$ cat config.mk
export PLATFORM = sky130hd
export DESIGN_NAME = div_iter
export DESIGN_NICKNAME = d
export VERILOG_FILES = /design/src/rtl/div_iter_pkg.sv /design/src/rtl/div_iter.sv
export SDC_FILE = /design/constraint.sdc
export NUM_CORES = 1
export LEC_CHECK = 0
export ABC_AREA = 1
export ABC_CLOCK_PERIOD_IN_PS = 5250
export CAP_MARGIN = 10
export CORE_UTILIZATION = 50
export CTS_CLUSTER_DIAMETER = 80
export DETAILED_ROUTE_END_ITERATION = 6
export PLACE_DENSITY = 0.78
export SYNTH_ARGS = -nofsm -noshare
export SYNTH_HDL_FRONTEND = slang
export SYNTH_SLANG_ARGS = --single-unit
$ cat constraint.sdc
create_clock -name clk -period 5.25 [get_ports clk]
set_input_delay 0.525 -clock clk [delete_from_list [all_inputs] [get_ports clk]]
set_output_delay 0.525 -clock clk [all_outputs]
set_load 0.05 [all_outputs]
$ cat src/rtl/div_iter_pkg.sv
// div_iter shared types and helpers.
// Magnitude helpers used for sign handling around the restoring core.
package div_iter_pkg;

  localparam int DIV_WIDTH = 32;
  localparam logic [DIV_WIDTH-1:0] DIV_ZERO_QUO = 32'hFFFF_FFFF;

  typedef enum logic [1:0] {
    IDLE,
    BUSY,
    DONE
  } div_state_t;

  function automatic logic [DIV_WIDTH-1:0] neg_w(
    input logic [DIV_WIDTH-1:0] x
  );
    return ~x + 32'd1;
  endfunction

  function automatic logic [DIV_WIDTH-1:0] abs_w(
    input logic [DIV_WIDTH-1:0] x,
    input logic                 sgn
  );
    return (sgn && x[DIV_WIDTH-1]) ? neg_w(x) : x;
  endfunction

endpackage

$ cat src/rtl/div_iter.sv
// Iterative radix-2 restoring divider for DIV/DIVU.
// One quotient bit per cycle; signs fixed on entry to DONE.
module div_iter
  import div_iter_pkg::*;
(
  input  logic                   clk,
  input  logic                   rst,
  input  logic                   flush,
  input  logic [DIV_WIDTH-1:0]   a,
  input  logic [DIV_WIDTH-1:0]   b,
  input  logic                   valid,
  input  logic                   signed_div,
  output logic                   stall,
  output logic [2*DIV_WIDTH-1:0] result
);

  div_state_t state, state_d;

  logic [32:0] rem;
  logic [31:0] dq;
  logic [31:0] dvs;
  logic [4:0]  count;
  logic        q_neg;
  logic        r_neg;

  logic        start;
  logic        last;
  logic [33:0] trial;
  logic [32:0] rem_n;
  logic [31:0] dq_n;

  // Trial subtract on the shifted remainder; borrow means restore.
  always_comb begin
    trial = {rem, dq[31]} - {2'b00, dvs};
    if (trial[33]) begin
      rem_n = {rem[31:0], dq[31]};
      dq_n  = {dq[30:0], 1'b0};
    end else begin
      rem_n = trial[32:0];
      dq_n  = {dq[30:0], 1'b1};
    end
  end

  always_comb begin
    state_d = state;
    stall   = 1'b0;
    start   = 1'b0;
    last    = 1'b0;
    unique case (state)
      IDLE: begin
        if (valid && !flush) begin
          stall   = 1'b1;
          start   = 1'b1;
          state_d = (b == '0) ? DONE : BUSY;
        end
      end
      BUSY: begin
        if (flush) begin
          state_d = IDLE;
        end else begin
          stall = 1'b1;
          if (count == 5'd31) begin
            last    = 1'b1;
            state_d = DONE;
          end
        end
      end
      DONE: state_d = IDLE;
      default: state_d = IDLE;
    endcase
    if (rst) stall = 1'b0;
  end

  always_ff @(posedge clk) begin
    if (rst) begin
      state  <= IDLE;
      count  <= '0;
      result <= '0;
      rem    <= '0;
      dq     <= '0;
      dvs    <= '0;
      q_neg  <= 1'b0;
      r_neg  <= 1'b0;
    end else begin
      state <= state_d;
      if (start) begin
        rem   <= '0;
        dq    <= abs_w(a, signed_div);
        dvs   <= abs_w(b, signed_div);
        q_neg <= signed_div & (a[31] ^ b[31]);
        r_neg <= signed_div & a[31];
        count <= '0;
        if (b == '0) result <= {a, DIV_ZERO_QUO};
      end else if (state == BUSY && !flush) begin
        rem   <= rem_n;
        dq    <= dq_n;
        count <= count + 5'd1;
        if (last) begin
          result <= {r_neg ? neg_w(rem_n[31:0]) : rem_n[31:0],
                     q_neg ? neg_w(dq_n) : dq_n};
        end
      end
    end
  end

endmodule

==> impl_metrics.ini, run 1 <==
[finish]
syn_to_final_growth_pct = 15.7
drive_gt1_share_pct = 7.30
fin_cells = 2563
antennaDiodeCount = 0
nets = 2329

[critical_path]
r2r-start = dvs[31]
rrSetupSlack_ps = 520
ff2ff_path_depth = 23
crit_path_end_kind = flip-flop
crit_fanout = 21
rr_endpoint = result[30]
crit_type = flip-flop to flip-flop
cp.required_ps = 5620
worstPathArrival_ps = 5100
startpoint_type = flip-flop

[clock_network]
cts_buffer_depth = 2
cts_resized = 0
clkSlewWorstSetupHoldPaths_ps = 80
tritoncts = yes
postCtsSetupRepairBufs = 0
holdBufCountCts = 0
clkSinkCount = 170
cts_buffers = 17
cts_root_buf = clkbuf_16
clkLatencyLatePin_ps = 440
cts_max_level = 4

[synthesis]
ys.flop_type = dfxtp_1
syn-mean-instance-area_um2 = 6.14
synth_seq_cells = 170
ys_warn_count = 0
synth_seq_area_share_pct = 26.0
post_synth_num_cell_types = 61
synthCells = 2130
synth_nets = 2238
async_flop_share_pct = 0
netlist_area_um2 = 13100
synth_edf_count = 0

[timing]
tns_ps = 0
holdWs_ps = 470
drv_slew = 0
finalSetupViolCount = 0
finClkSkew_ps = 19.4
final-hold-violation-count = 0
slew_headroom_pct = 40.0
rsz0062_at_grt = false
fmax_mhz = 211
period_share_pct = 90.1
period_minus_slack_ps = 4730
worst_slew_pin_slew_ps = 899

[place]
place_hpwl_mm = 34.9
place_congestion = 1.02
port-buffer-count = 133
dp_cells = 2532

[run_status]
status = finished, final reports clean

[routing]
topRoutingLayerUsed = met4
drc = 0
num_vias = 14600
vias_per_cell = 5.69
ant_nets = 0
dr_wl_met2_mm = 20.4
dr.pass1.iters = 7
routed_wirelength_mm = 45.6
wl_met3_mm = 4.33
drt-initial-drc-count = 1602
wl_per_cell_um = 17.8
drt-met1-wl_mm = 20.0

[min_path]
worstHoldStart = result[53]
whs_endpoint = result[53]
hp-class = flip-flop to flip-flop
whs_path_depth = 2

[power]
sw_frac_of_total_pct = 44.1
switching_power_uw = 2020
combPwrFrac_pct = 43.2
internal_power_uw = 2560
ir_drop_mv = 0.227
powerDensity_nw_per_um2 = 303
seq_power_share_pct = 29.7
pwr-share-clk_pct = 27.1
leakage_uw = 0.00725

[die]
dieArea_um2 = 26800
die_w_um = 164
io_pins = 134
die_h_um = 164
initial_core_util_pct = 51.5
rows = 58
design.core.area_um2 = 25400

[global_route]
grt_pass1_vias = 13200
grt_pass1_wl_mm = 70.6
grtUsageTotal_pct = 34.0
grt_max_degree = 65
overflow = 0
antenna_found_initial = 0

[flow_run]
maxCapViolations = 0
critical path, stage by stage (launching register included):
cell     delay [ps]
dfxtp_1         320
inv_1            50
ha_1            350
nand2_1         110
nor3_1          310
nand2_1         170
inv_1           140
a21oi_4         100
nand2_4         100
nand2_4         180
nand2_4         130
ha_1            150
inv_1            50
nor3_1          260
nand3_1         190
nor3_1          280
nand2_1         140
nor3_1          330
nand4_1         250
o21ai_0         370
o21ai_0         260
nor2_1          160
nand2_1          70
a31oi_1         160
cells in the mapped netlist (6+ instances only):
library cell,number,area share [%]
clkbuf_1,52,1.5
nand3_2,8,0.61
dfxtp_1,170,26
a21oi_2,7,0.47
inv_1,312,9.0
nand2_4,10,0.86
o22ai_1,30,1.4
o211ai_1,21,1.2
nand2_1,530,15
nand4_1,19,0.91
nand2_2,36,1.7
ha_1,38,3.6
buf_1,7,0.20
nand3b_1,12,0.69
nor4_1,12,0.57
xor2_1,34,2.3
nor3_1,31,1.2
inv_2,7,0.20
xnor2_1,15,1.0
o221ai_1,8,0.54
buf_6,9,0.77
nor2_1,205,5.9
o21ai_1,11,0.42
nor2_2,14,0.67
o21ai_0,126,4.8
a31oi_1,27,1.3
a21oi_1,137,5.2
o2111ai_1,8,0.54
o31ai_1,6,0.34
nand3_1,158,6.0
buf_2,11,0.42
through the flow:
step	instance area, um^2	setup WS [ps]	total power (uW)	utilization, %
floorplan	13100	1410	2800	-
global placement	14600	933	3290	57.4
detailed placement	14600	723	3310	57.4
CTS	15100	699	4540	59.6
global route	15100	87.1	4830	59.6
finish	15100	521	4580	59.6
placed cells by master, fill, tap and decap left out, types with 8 or more instances in the layout:
cell type,synthesis,routed
nor4_1,12,12
clkbuf_16,0,17
inv_1,312,311
o22ai_1,30,30
a31oi_1,27,27
ha_1,38,38
buf_4,1,23
inv_2,7,9
nand2_4,10,10
clkdlybuf4s50_1,0,133
nand3b_1,12,12
nand2_1,530,530
dfxtp_1,170,170
nand4_1,19,19
o221ai_1,8,8
nor2_1,205,204
o2111ai_1,8,8
xnor2_1,15,15
nand2_2,36,36
nor2_2,14,15
nand3_2,8,10
o211ai_1,21,21
nand3_1,158,156
o21ai_0,126,126
nor3_1,31,31
xor2_1,34,34
a21oi_1,137,137
o21ai_1,11,11
registers in the layout, indices dropped and copies added, names as in the netlist:
name	count
count	5
dq	32
state	2
result	64
rem	33
q_neg	1
dvs	32
r_neg	1
power by group through the flow:
stage	clock (uW)	sequential, uW	combinational [uW]
after floorplan	0	1380	1430
after global placement	0	1390	1900
after detailed placement	0	1390	1920
after CTS	1250	1360	1930
after global routing	1300	1360	2170
final	1240	1360	1980
area by class of cell:
cell class | count | area [um^2]
clock buffer | 17 | 425
inverter | 324 | 1220
tap | 330 | 413
sequential | 170 | 3400
fill | 2471 | 10300
clock inverter | 14 | 131
timing repair buffer | 156 | 1500
multi-input combinational | 1552 | 8040
cell families after synthesis:
group	count (synthesis)	synth area share [%]
flip-flops	170	26.0
adder cells (fa/ha/maj)	39	3.79
AO/OA/AOI/OAI	407	18.1
buffers and inverters	408	12.7
AND/OR/NAND/NOR	1057	36.1
XOR/XNOR	49	3.28
routing by layer:
layer	GRT usage (%)	vias to the layer above
met2	54.5	731
li1	-	7116
met3	6.59	67
met4	8.59	0
met1	46.6	6659
met5	0	-
how the worst max path moves through the flow:
stage          slack [ps]  startpoint          to
6_report              520     dvs[31]  result[30]
5_1_grt                90     dvs[11]  result[30]
4_1_cts               700     dvs[31]  result[30]
3_5_place_dp          720     dvs[31]  result[30]
3_3_place_gp          930     dvs[11]  result[30]
2_1_floorplan        1410     dvs[20]  result[30]
Note: power is estimated with default switching activity, not from simulation.
==> run 2: changes to the inputs <==
--- a/config.mk
+++ b/config.mk
@@ -11,7 +11,7 @@
 export CORE_UTILIZATION = 50
 export CTS_CLUSTER_DIAMETER = 80
 export DETAILED_ROUTE_END_ITERATION = 6
-export PLACE_DENSITY = 0.78
+export PLACE_DENSITY = 0.69
 export SYNTH_ARGS = -nofsm -noshare
 export SYNTH_HDL_FRONTEND = slang
 export SYNTH_SLANG_ARGS = --single-unit
==> run 2 against run 1 <==
Clock skew fell by 3.8 ps. Via count shrank 2.0%. Worst setup slack gained 19 ps. Sequential power about the same. Critical path depth shrank 1. Critical path type unchanged. Largest cell class unchanged.
==> impl_metrics.ini, run 2 (synthesized netlist as in run 1, its figures left out) <==
[die]
die_w_um = 164
design.core.area_um2 = 25400
dieArea_um2 = 26800
rows = 58
initial_core_util_pct = 51.5
io_pins = 134
die_h_um = 164

[power]
switching_power_uw = 2040
pwr-share-clk_pct = 28.0
sw_frac_of_total_pct = 44.2
internal_power_uw = 2580
powerDensity_nw_per_um2 = 306
ir_drop_mv = 0.244
leakage_uw = 0.00726
combPwrFrac_pct = 42.5
seq_power_share_pct = 29.5

[timing]
holdWs_ps = 473
fmax_mhz = 212
finalSetupViolCount = 0
rsz0062_at_grt = false
period_minus_slack_ps = 4710
finClkSkew_ps = 15.6
final-hold-violation-count = 0
period_share_pct = 89.7
tns_ps = 0
worst_slew_pin_slew_ps = 1140
drv_slew = 0
slew_headroom_pct = 23.8
finalWorstSetupSlack_ps = 540

[global_route]
antenna_found_initial = 0
grt_pass1_wl_mm = 70.2
grt_pass1_vias = 13000
grtUsageTotal_pct = 34.1
overflow = 0
grt_max_degree = 70

[finish]
top_regs = result x64, rem x33
largest_reg_flops = 64
design_area_um2 = 15100
nets = 2324
fin_util_pct = 59.5
top_register = result
antennaDiodeCount = 0
layout_commonest_cell = nand2_1
syn_to_final_growth_pct = 15.6
final_cell_mix = nand2_1 (530), inv_1 (311), nor2_1 (204)
drive_gt1_share_pct = 7.13

[min_path]
whs_path_depth = 2
hp-class = flip-flop to flip-flop

[routing]
drt-initial-drc-count = 1542
vias_per_cell = 5.58
routed_wirelength_mm = 45.7
wl_per_cell_um = 17.8
dr.pass1.iters = 5
num_vias = 14300
ant_nets = 0
drc = 0

[flow_run]
maxCapViolations = 0

[critical_path]
path_delay_family = simple AND/OR/NAND/NOR gates
r2r-start = dvs[29]
rrSetupSlack_ps = 540
cp.required_ps = 5570
cpPeakStageDelay_ps = 370
crit_path_cell_trace = inv_1 > ha_1 > inv_1 > nor3_1 > nand2_1 > inv_1 > a21oi_4 > nand2_4 > nand2_4 > nand2_4 > ha_1 > inv_1 > nor3_1 > nand3_1 > nor3_1 > nand2_1 > nor3_1 > nand4_1 > o21ai_0 > o21ai_0 > o21ai_0 > a31oi_1
worstPathArrival_ps = 5030
startpoint_type = flip-flop
cp-startpoint = dvs[29]
setup.worst_path.end = result[30]
crit_type = flip-flop to flip-flop
crit_fanout = 21
crit_path_end_kind = flip-flop
worst-path-buf-inv = 4
cp_slowest_cell = nor3_1
ff2ff_path_depth = 22
worst-path-stages = 22
rr_endpoint = result[30]

[clock_network]
clkSlewWorstSetupHoldPaths_ps = 80
cts_buffers = 17
cts_max_level = 4
cts_resized = 0
cts_buffer_depth = 2
tritoncts = yes
clkSinkCount = 170
cts_root_buf = clkbuf_16
clkLatencyLatePin_ps = 450
postCtsSetupRepairBufs = 0
holdBufCountCts = 0

[place]
port-buffer-count = 133
post_dp_cell_area_um2 = 14500
place_hpwl_mm = 34.7
place_congestion = 0.972
place_ws_ps = 712

[run_status]
status = finished, final reports clean
## run 2: cell type report
type,count,area (um^2)
fillers,2591,10300
repair buffers,151,1470
well taps,330,413
clock inverters,14,146
inverters,324,1220
flip-flops and latches,170,3400
clock buffers,18,439
multi-input cells,1552,8040
## run 2: per-stage QoR
| step | instances | total power, uW |
|---|---|---|
| after floorplan | 2130 | 2800 |
| after global placement | 2527 | 3300 |
| after detailed placement | 2527 | 3310 |
| after CTS | 2559 | 4590 |
| after global routing | 2559 | 4900 |
| final | 2559 | 4620 |
## run 2: power groups by stage
stage | registers [uW] | clock network [uW] | logic [uW]
floorplan | 1380 | 0 | 1430
global placement | 1390 | 0 | 1910
detailed placement | 1390 | 0 | 1920
CTS | 1360 | 1300 | 1930
global route | 1370 | 1350 | 2180
finish | 1360 | 1290 | 1970
## run 2: how the worst min path moves through the flow
stage	startpoint	end
3_3_place_gp	count[4]	count[4]
6_report	count[4]	count[4]
5_1_grt	result[62]	result[62]
4_1_cts	count[4]	count[4]
3_5_place_dp	count[4]	count[4]
2_1_floorplan	dvs[0]	dvs[0]
## run 2: worst register-to-register path, delay by kind of cell (launching register included)
kind | cells | cell delay [ps]
AOI/OAI and AO/OA | 5 | 1070
DFF | 1 | 310
buffers and inverters | 4 | 320
and+or+nand+nor | 11 | 2400
adders and majority gates | 2 | 500
## run 2: routing by layer
layer / global-route usage (%) / vias to the layer above / share of wire [%]
met5: 0 / - / 0
met4: 8.84 / 0 / 1.8
met3: 5.25 / 49 / 7.5
met2: 52.0 / 517 / 43
met1: 49.5 / 6621 / 47
li1: - / 7100 / -
